`src/rtl/alu_rs_if.sv`:
```
`default_nettype none
// ============================================================================
// Module   : alu_rs_if
// Brief    : Dispatch, CDB and issue bundle between dispatcher/ROB, RS and ALU.
// Revision : 1.0 - initial release
// ============================================================================
interface alu_rs_if #(
    parameter int TAG_W  = 4,
    parameter int OP_W   = 5,
    parameter int DATA_W = 32
) ();
    logic              disp_valid;
    logic [OP_W-1:0]   disp_op;
    logic              disp_qj_busy;
    logic              disp_qk_busy;
    logic [TAG_W-1:0]  disp_qj;
    logic [TAG_W-1:0]  disp_qk;
    logic [DATA_W-1:0] disp_vj;
    logic [DATA_W-1:0] disp_vk;
    logic [DATA_W-1:0] disp_pc;
    logic [DATA_W-1:0] disp_imm;
    logic [TAG_W-1:0]  disp_dest;

    logic              cdb0_valid;
    logic [TAG_W-1:0]  cdb0_tag;
    logic [DATA_W-1:0] cdb0_value;
    logic              cdb1_valid;
    logic [TAG_W-1:0]  cdb1_tag;
    logic [DATA_W-1:0] cdb1_value;

    logic              rs_full;
    logic              issue_valid;
    logic [OP_W-1:0]   issue_op;
    logic [DATA_W-1:0] issue_rs1;
    logic [DATA_W-1:0] issue_rs2;
    logic [DATA_W-1:0] issue_pc;
    logic [DATA_W-1:0] issue_imm;
    logic [TAG_W-1:0]  issue_dest;

    modport master (
        output disp_valid, disp_op, disp_qj_busy, disp_qk_busy, disp_qj, disp_qk,
               disp_vj, disp_vk, disp_pc, disp_imm, disp_dest,
               cdb0_valid, cdb0_tag, cdb0_value, cdb1_valid, cdb1_tag, cdb1_value,
        input  rs_full, issue_valid, issue_op, issue_rs1, issue_rs2, issue_pc,
               issue_imm, issue_dest
    );

    modport slave (
        input  disp_valid, disp_op, disp_qj_busy, disp_qk_busy, disp_qj, disp_qk,
               disp_vj, disp_vk, disp_pc, disp_imm, disp_dest,
               cdb0_valid, cdb0_tag, cdb0_value, cdb1_valid, cdb1_tag, cdb1_value,
        output rs_full, issue_valid, issue_op, issue_rs1, issue_rs2, issue_pc,
               issue_imm, issue_dest
    );
endinterface
`default_nettype wire

```
`src/rtl/alu_rs.sv`:
```
`default_nettype none
// ============================================================================
// Module   : alu_rs
// Brief    : ALU reservation station with dual-CDB wakeup and in-order-by-index
//            single issue per cycle.
// Revision : 1.0 - initial release
// ============================================================================
module alu_rs #(
    parameter int RS_SIZE = 8,
    parameter int TAG_W   = 4,
    parameter int OP_W    = 5,
    parameter int DATA_W  = 32
) (
    input  wire logic clk_in,
    input  wire logic rst_in,
    input  wire logic rdy_in,
    input  wire logic flush_in,
    alu_rs_if.slave   bus
);
    localparam int IDX_W = $clog2(RS_SIZE);

    // Entry storage
    logic [RS_SIZE-1:0] r_busy;
    logic [RS_SIZE-1:0] r_qj_busy;
    logic [RS_SIZE-1:0] r_qk_busy;
    logic [OP_W-1:0]    r_op   [RS_SIZE];
    logic [DATA_W-1:0]  r_vj   [RS_SIZE];
    logic [DATA_W-1:0]  r_vk   [RS_SIZE];
    logic [TAG_W-1:0]   r_qj   [RS_SIZE];
    logic [TAG_W-1:0]   r_qk   [RS_SIZE];
    logic [DATA_W-1:0]  r_pc   [RS_SIZE];
    logic [DATA_W-1:0]  r_imm  [RS_SIZE];
    logic [TAG_W-1:0]   r_dest [RS_SIZE];

    logic               r_issue_valid;
    logic [OP_W-1:0]    r_issue_op;
    logic [DATA_W-1:0]  r_issue_rs1;
    logic [DATA_W-1:0]  r_issue_rs2;
    logic [DATA_W-1:0]  r_issue_pc;
    logic [DATA_W-1:0]  r_issue_imm;
    logic [TAG_W-1:0]   r_issue_dest;

    logic [RS_SIZE-1:0] w_ready;
    logic               w_full;
    logic [IDX_W-1:0]   w_alloc_idx;
    logic [IDX_W-1:0]   w_sel_idx;
    logic               w_sel_valid;
    logic               w_disp_go;

    logic [RS_SIZE-1:0] w_j_wake;
    logic [RS_SIZE-1:0] w_k_wake;
    logic [DATA_W-1:0]  w_j_val [RS_SIZE];
    logic [DATA_W-1:0]  w_k_val [RS_SIZE];

    logic               w_dj_busy;
    logic               w_dk_busy;
    logic [DATA_W-1:0]  w_dj_val;
    logic [DATA_W-1:0]  w_dk_val;

    function automatic logic tag_hit(input logic valid, input logic [TAG_W-1:0] cdb_tag,
                                     input logic [TAG_W-1:0] tag);
        return valid && (cdb_tag == tag);
    endfunction

    assign w_ready   = r_busy & ~r_qj_busy & ~r_qk_busy;
    assign w_full    = &r_busy;
    assign w_disp_go = bus.disp_valid && !w_full;

    // Descending scan so the lowest matching index is the one left standing
    always_comb begin
        w_alloc_idx = '0;
        w_sel_idx   = '0;
        w_sel_valid = 1'b0;
        for (int i = RS_SIZE - 1; i >= 0; i--) begin
            if (!r_busy[i]) begin
                w_alloc_idx = IDX_W'(i);
            end
            if (w_ready[i]) begin
                w_sel_idx   = IDX_W'(i);
                w_sel_valid = 1'b1;
            end
        end
    end

    for (genvar g = 0; g < RS_SIZE; g++) begin : g_wake
        logic w_j0, w_j1, w_k0, w_k1;
        assign w_j0 = tag_hit(bus.cdb0_valid, bus.cdb0_tag, r_qj[g]);
        assign w_j1 = tag_hit(bus.cdb1_valid, bus.cdb1_tag, r_qj[g]);
        assign w_k0 = tag_hit(bus.cdb0_valid, bus.cdb0_tag, r_qk[g]);
        assign w_k1 = tag_hit(bus.cdb1_valid, bus.cdb1_tag, r_qk[g]);

        assign w_j_wake[g] = r_busy[g] && r_qj_busy[g] && (w_j0 || w_j1);
        assign w_k_wake[g] = r_busy[g] && r_qk_busy[g] && (w_k0 || w_k1);
        // cdb0 takes priority if both buses ever carry the same tag
        assign w_j_val[g]  = w_j0 ? bus.cdb0_value : bus.cdb1_value;
        assign w_k_val[g]  = w_k0 ? bus.cdb0_value : bus.cdb1_value;
    end

    // Same-cycle bypass for operands arriving on a CDB as they are dispatched
    always_comb begin
        w_dj_busy = bus.disp_qj_busy;
        w_dj_val  = bus.disp_vj;
        if (bus.disp_qj_busy) begin
            if (tag_hit(bus.cdb0_valid, bus.cdb0_tag, bus.disp_qj)) begin
                w_dj_busy = 1'b0;
                w_dj_val  = bus.cdb0_value;
            end else if (tag_hit(bus.cdb1_valid, bus.cdb1_tag, bus.disp_qj)) begin
                w_dj_busy = 1'b0;
                w_dj_val  = bus.cdb1_value;
            end
        end
        w_dk_busy = bus.disp_qk_busy;
        w_dk_val  = bus.disp_vk;
        if (bus.disp_qk_busy) begin
            if (tag_hit(bus.cdb0_valid, bus.cdb0_tag, bus.disp_qk)) begin
                w_dk_busy = 1'b0;
                w_dk_val  = bus.cdb0_value;
            end else if (tag_hit(bus.cdb1_valid, bus.cdb1_tag, bus.disp_qk)) begin
                w_dk_busy = 1'b0;
                w_dk_val  = bus.cdb1_value;
            end
        end
    end

    always_ff @(posedge clk_in or negedge rst_in) begin
        if (!rst_in) begin
            r_busy    <= '0;
            r_qj_busy <= '0;
            r_qk_busy <= '0;
            for (int i = 0; i < RS_SIZE; i++) begin
                r_op[i]   <= '0;
                r_vj[i]   <= '0;
                r_vk[i]   <= '0;
                r_qj[i]   <= '0;
                r_qk[i]   <= '0;
                r_pc[i]   <= '0;
                r_imm[i]  <= '0;
                r_dest[i] <= '0;
            end
            r_issue_valid <= 1'b0;
            r_issue_op    <= '0;
            r_issue_rs1   <= '0;
            r_issue_rs2   <= '0;
            r_issue_pc    <= '0;
            r_issue_imm   <= '0;
            r_issue_dest  <= '0;
        end else if (rdy_in) begin
            if (flush_in) begin
                r_busy        <= '0;
                r_issue_valid <= 1'b0;
            end else begin
                for (int i = 0; i < RS_SIZE; i++) begin
                    if (w_j_wake[i]) begin
                        r_vj[i]      <= w_j_val[i];
                        r_qj_busy[i] <= 1'b0;
                    end
                    if (w_k_wake[i]) begin
                        r_vk[i]      <= w_k_val[i];
                        r_qk_busy[i] <= 1'b0;
                    end
                end

                r_issue_valid <= w_sel_valid;
                if (w_sel_valid) begin
                    r_busy[w_sel_idx] <= 1'b0;
                    r_issue_op        <= r_op[w_sel_idx];
                    r_issue_rs1       <= r_vj[w_sel_idx];
                    r_issue_rs2       <= r_vk[w_sel_idx];
                    r_issue_pc        <= r_pc[w_sel_idx];
                    r_issue_imm       <= r_imm[w_sel_idx];
                    r_issue_dest      <= r_dest[w_sel_idx];
                end

                // The allocated slot is free, so it never collides with wakeup or select
                if (w_disp_go) begin
                    r_busy[w_alloc_idx]    <= 1'b1;
                    r_op[w_alloc_idx]      <= bus.disp_op;
                    r_qj_busy[w_alloc_idx] <= w_dj_busy;
                    r_qk_busy[w_alloc_idx] <= w_dk_busy;
                    r_qj[w_alloc_idx]      <= bus.disp_qj;
                    r_qk[w_alloc_idx]      <= bus.disp_qk;
                    r_vj[w_alloc_idx]      <= w_dj_val;
                    r_vk[w_alloc_idx]      <= w_dk_val;
                    r_pc[w_alloc_idx]      <= bus.disp_pc;
                    r_imm[w_alloc_idx]     <= bus.disp_imm;
                    r_dest[w_alloc_idx]    <= bus.disp_dest;
                end
            end
        end
    end

    assign bus.rs_full     = w_full;
    assign bus.issue_valid = r_issue_valid;
    assign bus.issue_op    = r_issue_op;
    assign bus.issue_rs1   = r_issue_rs1;
    assign bus.issue_rs2   = r_issue_rs2;
    assign bus.issue_pc    = r_issue_pc;
    assign bus.issue_imm   = r_issue_imm;
    assign bus.issue_dest  = r_issue_dest;

endmodule
`default_nettype wire

```
`src/flat_wrapper.sv`:
```
// flat-port wrapper written by rule: the top's interface ports become plain ports
module alu_rs_flat 
#(
    parameter int RS_SIZE = 8,
    parameter int TAG_W   = 4,
    parameter int OP_W    = 5,
    parameter int DATA_W  = 32
)
  (clk_in, rst_in, rdy_in, flush_in, bus_disp_valid, bus_disp_op, bus_disp_qj_busy, bus_disp_qk_busy, bus_disp_qj, bus_disp_qk, bus_disp_vj, bus_disp_vk, bus_disp_pc, bus_disp_imm, bus_disp_dest, bus_cdb0_valid, bus_cdb0_tag, bus_cdb0_value, bus_cdb1_valid, bus_cdb1_tag, bus_cdb1_value, bus_rs_full, bus_issue_valid, bus_issue_op, bus_issue_rs1, bus_issue_rs2, bus_issue_pc, bus_issue_imm, bus_issue_dest);
  alu_rs_if #(.TAG_W(TAG_W), .OP_W(OP_W), .DATA_W(DATA_W)) bus_i ();
  input  wire logic clk_in;
  input  wire logic rst_in;
  input  wire logic rdy_in;
  input  wire logic flush_in;
  input wire logic [$bits(bus_i.disp_valid)-1:0] bus_disp_valid;
  input wire logic [$bits(bus_i.disp_op)-1:0] bus_disp_op;
  input wire logic [$bits(bus_i.disp_qj_busy)-1:0] bus_disp_qj_busy;
  input wire logic [$bits(bus_i.disp_qk_busy)-1:0] bus_disp_qk_busy;
  input wire logic [$bits(bus_i.disp_qj)-1:0] bus_disp_qj;
  input wire logic [$bits(bus_i.disp_qk)-1:0] bus_disp_qk;
  input wire logic [$bits(bus_i.disp_vj)-1:0] bus_disp_vj;
  input wire logic [$bits(bus_i.disp_vk)-1:0] bus_disp_vk;
  input wire logic [$bits(bus_i.disp_pc)-1:0] bus_disp_pc;
  input wire logic [$bits(bus_i.disp_imm)-1:0] bus_disp_imm;
  input wire logic [$bits(bus_i.disp_dest)-1:0] bus_disp_dest;
  input wire logic [$bits(bus_i.cdb0_valid)-1:0] bus_cdb0_valid;
  input wire logic [$bits(bus_i.cdb0_tag)-1:0] bus_cdb0_tag;
  input wire logic [$bits(bus_i.cdb0_value)-1:0] bus_cdb0_value;
  input wire logic [$bits(bus_i.cdb1_valid)-1:0] bus_cdb1_valid;
  input wire logic [$bits(bus_i.cdb1_tag)-1:0] bus_cdb1_tag;
  input wire logic [$bits(bus_i.cdb1_value)-1:0] bus_cdb1_value;
  output wire logic [$bits(bus_i.rs_full)-1:0] bus_rs_full;
  output wire logic [$bits(bus_i.issue_valid)-1:0] bus_issue_valid;
  output wire logic [$bits(bus_i.issue_op)-1:0] bus_issue_op;
  output wire logic [$bits(bus_i.issue_rs1)-1:0] bus_issue_rs1;
  output wire logic [$bits(bus_i.issue_rs2)-1:0] bus_issue_rs2;
  output wire logic [$bits(bus_i.issue_pc)-1:0] bus_issue_pc;
  output wire logic [$bits(bus_i.issue_imm)-1:0] bus_issue_imm;
  output wire logic [$bits(bus_i.issue_dest)-1:0] bus_issue_dest;
  assign bus_i.disp_valid = bus_disp_valid;
  assign bus_i.disp_op = bus_disp_op;
  assign bus_i.disp_qj_busy = bus_disp_qj_busy;
  assign bus_i.disp_qk_busy = bus_disp_qk_busy;
  assign bus_i.disp_qj = bus_disp_qj;
  assign bus_i.disp_qk = bus_disp_qk;
  assign bus_i.disp_vj = bus_disp_vj;
  assign bus_i.disp_vk = bus_disp_vk;
  assign bus_i.disp_pc = bus_disp_pc;
  assign bus_i.disp_imm = bus_disp_imm;
  assign bus_i.disp_dest = bus_disp_dest;
  assign bus_i.cdb0_valid = bus_cdb0_valid;
  assign bus_i.cdb0_tag = bus_cdb0_tag;
  assign bus_i.cdb0_value = bus_cdb0_value;
  assign bus_i.cdb1_valid = bus_cdb1_valid;
  assign bus_i.cdb1_tag = bus_cdb1_tag;
  assign bus_i.cdb1_value = bus_cdb1_value;
  assign bus_rs_full = bus_i.rs_full;
  assign bus_issue_valid = bus_i.issue_valid;
  assign bus_issue_op = bus_i.issue_op;
  assign bus_issue_rs1 = bus_i.issue_rs1;
  assign bus_issue_rs2 = bus_i.issue_rs2;
  assign bus_issue_pc = bus_i.issue_pc;
  assign bus_issue_imm = bus_i.issue_imm;
  assign bus_issue_dest = bus_i.issue_dest;
  alu_rs #(.RS_SIZE(RS_SIZE), .TAG_W(TAG_W), .OP_W(OP_W), .DATA_W(DATA_W)) u_core (.clk_in(clk_in), .rst_in(rst_in), .rdy_in(rdy_in), .flush_in(flush_in), .bus(bus_i));
endmodule
```
`config.mk`:
```
export PLATFORM = sky130hd
export DESIGN_NAME = alu_rs_flat
export DESIGN_NICKNAME = d
export VERILOG_FILES = /design/src/rtl/alu_rs_if.sv /design/src/rtl/alu_rs.sv /design/src/flat_wrapper.sv
export SDC_FILE = /design/constraint.sdc
export NUM_CORES = 2
export LEC_CHECK = 0
export CAP_MARGIN = 10
export CORE_AREA = 2 2 418 420
export CTS_CLUSTER_SIZE = 16
export DETAILED_ROUTE_END_ITERATION = 6
export DIE_AREA = 0 0 420 422
export PLACE_DENSITY = 0.67
export RECOVER_POWER = 100
export SLEW_MARGIN = 20
export SYNTH_ARGS = -nofsm -noshare
export SYNTH_HDL_FRONTEND = slang
export SYNTH_SLANG_ARGS = --single-unit
```
`constraint.sdc`:
```
create_clock -name clk_in -period 5 [get_ports clk_in]
set_clock_uncertainty 0.05 [all_clocks]
set_input_delay 0.5 -clock clk_in [delete_from_list [all_inputs] [get_ports clk_in]]
set_output_delay 0.5 -clock clk_in [all_outputs]
set_load 0.02 [all_outputs]
```
=== After elaboration in Yosys (flattened, before gate mapping) ===
Cells that the tools add are included.

* Eq/ne operators: 36
* Mux-type cells: 196
* $lt $le $gt $ge: 7
* Reductions and logical operators: 93
* Bitwise gates (word level): 10

{| class="wikitable"
|+ Operator list
! operator !! number
|-
| 32-bit 2-to-1 mux || 79
|-
| 256-bit bitwise mux || 4
|-
| 256-bit 2-to-1 mux || 2
|-
| 32-bit binary-select mux with 3-bit select || 4
|-
| 4-bit equality test || 36
|-
| 32-bit bitwise mux || 3
|-
| 32-bit demux with 3-bit select || 1
|-
| 1-bit logical AND || 72
|-
| 1-bit 2-to-1 mux || 65
|-
| 8-bit 2-to-1 mux || 7
|-
| 3-bit 2-to-1 mux || 16
|-
| 40-bit bitwise mux || 1
|-
| 8-bit AND || 3
|-
| 8-bit NOT || 3
|-
| 8-bit bitwise mux || 2
|-
| 1-bit logical OR || 16
|-
| 5-bit binary-select mux with 3-bit select || 1
|-
| 5-bit demux with 3-bit select || 1
|-
| 5-bit 2-to-1 mux || 3
|-
| 4-bit binary-select mux with 3-bit select || 1
|-
| 4-bit demux with 3-bit select || 1
|-
| 4-bit 2-to-1 mux || 3
|-
| 4-bit greater-or-equal comparator (second input constant) || 2
|-
| 3-bit by 4-bit < comparator with 1-bit output (second input constant) || 2
|-
| 10 further kinds || 14
|}

* Output and inout port bits: 139
* Word-level logic and storage cells: 416
* Register bits: 1322

=== Depth between registers and ports, before layout ===
* Word-level depth: 23
* Depth in mapped cells: 11
* Depth with buffers taken out: 7

=== Least setup slack after synthesis ===
No wires, ideal clock.

* Kind: input-to-reg
* Start: input port bus_cdb0_tag[3]
* End: register u_core.r_vk[23] in the netlist's numbering
* Setup slack: 2.470 ns
* Data required time: 4.813 ns
* Library setup time: 0.137 ns
* Arrival: 2.343 ns
* Stages: 8
* Cells stage by stage: buf_2 buf_4 xor2_1 nor4_4 clkbuf_1 mux2_2 o22ai_1 a21oi_1

* Longest elaborated chain between the ends: 9
* Elaborated cells between the ends (all ways): 14
* Those cells by class: 2 x eq/ne; 8 x mux; 4 x reduce/logical

{| class="wikitable"
|+ RTL lines
! element !! line !! source
|-
| start, declared || flat_wrapper.sv:27 || <nowiki>input wire logic [$bits(bus_i.cdb0_tag)-1:0] bus_cdb0_tag;</nowiki>
|-
| 4-bit equality test || alu_rs.sv:62 || <nowiki>return valid && (cdb_tag == tag);</nowiki>
|-
| 1-bit logical AND || alu_rs.sv:62 ||
|-
| 1-bit logical OR || alu_rs.sv:93 || <nowiki>assign w_k_wake[g] = r_busy[g] && r_qk_busy[g] && (w_k0 || w_k1);</nowiki>
|-
| 1-bit logical AND || alu_rs.sv:93 ||
|-
| 32-bit 2-to-1 mux || alu_rs.sv:157 || <nowiki>if (w_k_wake[i]) begin</nowiki>
|-
| 32-bit 2-to-1 mux || alu_rs.sv:148 || <nowiki>if (flush_in) begin</nowiki>
|-
| 32-bit 2-to-1 mux || alu_rs.sv:147 || <nowiki>end else if (rdy_in) begin</nowiki>
|-
| 256-bit bitwise mux || alu_rs.sv:183 || <nowiki>r_vk[w_alloc_idx] <= w_dk_val;</nowiki>
|-
| 256-bit 2-to-1 mux (*) || alu_rs.sv:175 || <nowiki>if (w_disp_go) begin</nowiki>
|-
| end signal, assigned by index || alu_rs.sv:158 || <nowiki>r_vk[i] <= w_k_val[i];</nowiki>
|-
| end signal, assigned by index || alu_rs.sv:183 ||
|-
| end, declared || alu_rs.sv:28 || <nowiki>logic [DATA_W-1:0] r_vk [RS_SIZE];</nowiki>
|}

Mark *: on every way between the ends. The rest lies on a longest branch, timed or not. The select of a mux whose other input is x is not followed.
A chain may end at the register's enable or synchronous reset.

=== Worst setup path after layout ===
* Start: input port flush_in
* End: register u_core.r_vj[54] in the netlist's numbering

* Longest elaborated chain between the ends: 2

{| class="wikitable"
|+ RTL lines
! element !! line !! source
|-
| start, declared || flat_wrapper.sv:14 || <nowiki>input wire logic flush_in;</nowiki>
|-
| 1-bit NOT (no source line) || n/a ||
|-
| 2-bit AND reduction (no source line) || n/a ||
|-
| end signal, assigned by index || alu_rs.sv:154 || <nowiki>r_vj[i] <= w_j_val[i];</nowiki>
|-
| end signal, assigned by index || alu_rs.sv:182 || <nowiki>r_vj[w_alloc_idx] <= w_dj_val;</nowiki>
|-
| end, declared || alu_rs.sv:27 || <nowiki>logic [DATA_W-1:0] r_vj [RS_SIZE];</nowiki>
|}

Every way passes these cells.

==> out/qor.txt <==
SYNTHESIS
--------------------------------------------------------------------------------------------------------
Post-Synthesis Cells ......................................................................         7717
Main combinational cell family by area after synthesis .................................... simple AND/OR/NAND/NOR gates
Fraction of the mapped netlist area in adder cells ........................................           0%
Count of warnings emitted by yosys ........................................................            0
Fraction of the mapped netlist area in compound gates .....................................        17.5%
Portion of netlist area occupied by mux cells .............................................        7.73%
Proportion of register bits with asynchronous set or reset after synthesis ................         100%
Synthesized-area fraction occupied by and/or/nand/nor cells ...............................        19.1%
Area share of xor/xnor cells in the synthesized design ....................................        1.80%
Sequential share of the synthesized area ..................................................        48.2%
Number of distinct standard cells referenced by the synthesized netlist ...................           75
Flop and latch count out of synthesis .....................................................         1322
Post-Synthesis Net Count ..................................................................         7943
Dominant register cell in the synthesized netlist .........................................      dfrtp_1
Avg Cell Area, Syn ........................................................................   8.89 sq um
Post-synth EDFFs ..........................................................................            0
Post-Syn Area ............................................................................. 0.0686 sq mm

FLOORPLAN
--------------------------------------------------------------------------------------------------------
Effective utilization at floorplan ........................................................        39.7%
Number of top-level pins ..................................................................          365
CORE AREA .................................................................................  0.173 sq mm
Area enclosed by the die boundary .........................................................  0.177 sq mm
Number of cell rows .......................................................................          153
Overall die width .........................................................................  420 microns
Die height ................................................................................  422 microns

CLOCK NETWORK
--------------------------------------------------------------------------------------------------------
Post-CTS Setup Bufs .......................................................................            0
Post-CTS clock slew at the launch and capture registers of the worst setup and hold paths .      0.06 ns
Root Buffer ...............................................................................    clkbuf_16
TritonCTS clock tree ......................................................................        built
Max clock buf depth .......................................................................            3
Clk sinks .................................................................................         1322
Clock insertion delay at the later pin of the skew report .................................      0.84 ns
TritonCTS buffer count ....................................................................          149
H-tree depth ..............................................................................            4

POWER AND IR DROP
--------------------------------------------------------------------------------------------------------
Peak VDD IR ...............................................................................     0.383 mV
Leakage power summed over all cells .......................................................      35.8 nW
Tot Pwr ...................................................................................      33.1 mW
Cell area power density ...................................................................  423 mW/mm^2

JOB
--------------------------------------------------------------------------------------------------------
# Max-Cap Violations ......................................................................           16

PLACE
--------------------------------------------------------------------------------------------------------
Global placer's final weighted congestion .................................................        0.903
Placed instance count .....................................................................         9717
# port buffers ............................................................................          364
Dpl hpwl .................................................................................. 153000 microns
Placed standard-cell area ................................................................. 0.0735 sq mm

TIMING
--------------------------------------------------------------------------------------------------------
Fin crit period ...........................................................................      4.47 ns
RSZ-0062 raised after global routing ......................................................        false
Highest achievable clock rate .............................................................      224 MHz
Worst hold margin .........................................................................     0.344 ns
Total negative slack for setup checks .....................................................         0 ns
Worst Max-Slew Pin Slew ...................................................................      3.38 ns
Max-slew headroom at the worst pin ........................................................        -125%
Max-slew violation count ..................................................................          989
Period utilisation layout .................................................................        89.4%
Final setup fails .........................................................................            0
Final hold vios ...........................................................................            0

MIN PATH
--------------------------------------------------------------------------------------------------------
Critical hold path startpoint ............................................................. bus_disp_imm[23]
Hold Path Depth ...........................................................................            3
Worst hold path endpoint .................................................................. u_core.r_imm[247]
Classification of the worst-slack hold path ...............................................       in2reg

CRITICAL PATH
--------------------------------------------------------------------------------------------------------
Required time at the worst-slack endpoint .................................................      5.57 ns
Endpoint of the most critical register-to-register path ................................... u_core.r_qj[3]
R2R Setup Slk .............................................................................      0.64 ns
Start of the worst register-to-register path .............................................. u_core.r_busy[7]
Capturing element type of the critical path ...............................................    flip-flop
CP startpoint kind ........................................................................ primary input
Crit path max fanout ......................................................................           27
Cells on worst reg2reg path ...............................................................            6
Arrival @ worst endpoint ..................................................................      5.03 ns
Start-to-end type of the worst setup path .................................................       in2reg

GLOBAL ROUTE
--------------------------------------------------------------------------------------------------------
Initial antenna violation count ...........................................................           42
GR Util All Layers ........................................................................        31.5%
Leftover overflow at the end of global routing ............................................            0
Maximum number of pins on one net before global-route repair ..............................          155
Number of global-route vias before repair .................................................        63236
First-pass GRT wire length ................................................................ 419000 microns

ROUTE
--------------------------------------------------------------------------------------------------------
Number of iterations in the first detailed-routing pass ...................................            7
Drt initial violations ....................................................................         9653
Count of antenna-violating nets left after detailed routing ...............................            0
Total Wirelength .......................................................................... 288000 microns
Number of DRC violations after detailed routing ...........................................           13
Average wire length per cell after detail routing ......................................... 28.8 microns
Total via count in the routed design ......................................................        64112
Via-to-Cell Ratio .........................................................................         6.41

FINAL LAYOUT
--------------------------------------------------------------------------------------------------------
Final instance area ....................................................................... 0.0782 sq mm
Area growth syn-to-layout .................................................................        14.0%
Share of cells above drive strength 1 .....................................................        9.25%
Nets@finish ...............................................................................         7771
Number of filler cells placed in the layout ...............................................        16265
Number of standard cells in the final layout excluding fillers ............................        10005

OUTCOME
--------------------------------------------------------------------------------------------------------
Violations in the final reports ........................................................... DRC, capacitance limit, slew limit
Run status ................................................................................ finished, violations left

[worst max path at each step]
| stage | from | endpoint | cells after the start |
|---|---|---|---|
| global route | flush_in | u_core.r_vj[46] | 8 |
| CTS | u_core.r_busy[4] | bus_rs_full | 3 |
| floorplan | bus_cdb0_tag[3] | u_core.r_vk[23] | 8 |
| finish | flush_in | u_core.r_vj[54] | 8 |
| detailed placement | bus_disp_qk[3] | u_core.r_vk[244] | 9 |
| global placement | bus_disp_qj[0] | u_core.r_vj[186] | 8 |
[where the power goes]
group / internal [mW] / total (mW) / switching [mW]
Combinational: 3.03 / 7.91 / 4.88
Sequential: 12.5 / 13.7 / 1.19
Clock: 6.60 / 11.4 / 4.84
Total: 22.1 / 33.1 / 10.9
[sequential cells by signal, indices dropped and copies added, names as in the netlist]
| name | flops |
|---|---|
| u_core.r_dest | 32 |
| u_core.bus.issue_dest | 4 |
| u_core.r_qk | 32 |
| u_core.r_imm | 256 |
| u_core.r_qj_busy | 8 |
| u_core.r_op | 40 |
| u_core.r_qj | 32 |
| u_core.r_vj | 256 |
| u_core.bus.issue_rs2 | 32 |
| u_core.bus.issue_pc | 32 |
| u_core.bus.issue_imm | 32 |
| u_core.r_vk | 256 |
| u_core.bus.issue_op | 5 |
| u_core.bus.issue_rs1 | 32 |
| u_core.r_pc | 256 |
| u_core.r_qk_busy | 8 |
| u_core.r_busy | 8 |
| u_core.bus.issue_valid | 1 |
[cell usage after synthesis, drive strengths merged, types with 8 or more instances]
cell type	instances	area share, %
nor4	15	0.40
o2111ai	8	0.15
o22ai	198	1.8
nor3	25	0.18
mux2i	319	4.7
a222oi	79	1.2
nor2	244	1.3
o2bb2ai	33	0.70
o21ai	303	2.2
o221ai	153	2.0
xnor2	59	0.75
inv	10	0.055
nand2	2402	13
a22o	31	0.40
a21oi	462	3.5
a221o	77	1.1
a221oi	275	3.8
nand3	385	2.8
mux2	187	3.1
and2	11	0.10
dfrtp	1322	48
a22oi	32	0.35
clkbuf	550	3.0
xor2	82	1.0
buf	306	2.5
nand4	79	0.72
[critical path, stage by stage]
cell and delay (ns):
dlygate4sd3_1 0.67, nor2b_4 0.15, clkbuf_1 1.30, o2111ai_4 0.25, and2_0 0.82, clkbuf_2 0.81, a21oi_1 0.36, o21ai_0 0.11
[layout make-up]
| type | instances | area (sq um) | area share [%] |
|---|---|---|---|
| Clock inverter | 46 | 677 | 0.866 |
| Antenna cell | 15 | 37.5 | 0.0480 |
| Tap cell | 2325 | 2910 | 3.72 |
| Clock buffer | 225 | 4430 | 5.66 |
| Inverter | 10 | 37.5 | 0.0480 |
| Timing Repair Buffer | 533 | 5210 | 6.66 |
| Multi-Input combinational cell | 5529 | 31800 | 40.7 |
| Sequential cell | 1322 | 33100 | 42.3 |
[routing by layer]
metal	vias to the layer above	global-route usage (%)	wire, microns	share of wire [%]
met5	-	0	290	0.10
met4	46	19.7	20400	7.1
met3	1234	9.68	37900	13
met2	4826	47.5	127000	44
met1	31308	39.3	103000	36
li1	26698	-	-	-
[per-stage QoR]
stage,utilization (%),worst slack (ns)
after global routing,45.2,0.485
after CTS,45.5,1.14
after detailed placement,42.5,0.964
after floorplan,-,2.47
after global placement,42.5,1.05
final,45.2,0.532
[repair_timing]
action / in CTS / in global routing
resized for setup: 0 / 0
setup endpoints to repair: 0 / 0
hold endpoints to repair: 89 / 0
hold buffers: 1 / 0
[cells by family after synthesis]
| kind of cell | count (synthesis) |
|---|---|
| compound gates | 1684 |
| simple gates | 3198 |
| mux | 506 |
| flops | 1322 |
| xor+xnor | 141 |
| buf+inv | 866 |
[cells in the final DEF, fill, tap and decap left out, types with 31 or more instances in the layout]
cell type and n:
mux2_2 187, a221o_1 77, nor2_1 237, buf_4 105
a22o_1 31, dfrtp_1 1322, xor2_1 82, o21ai_0 233
nand4_1 79, a221oi_1 271, xnor2_1 59, mux2i_1 319
a222oi_1 79, o22ai_1 198, clkbuf_16 151, clkbuf_8 37
clkbuf_1 42, nand3_1 380, dlygate4sd3_1 141, a21oi_1 441
o221ai_1 153, o21ai_1 69, a22oi_1 32, nand2_1 2394
clkdlybuf4s50_1 222
Note: power is estimated with default switching activity, not from simulation.
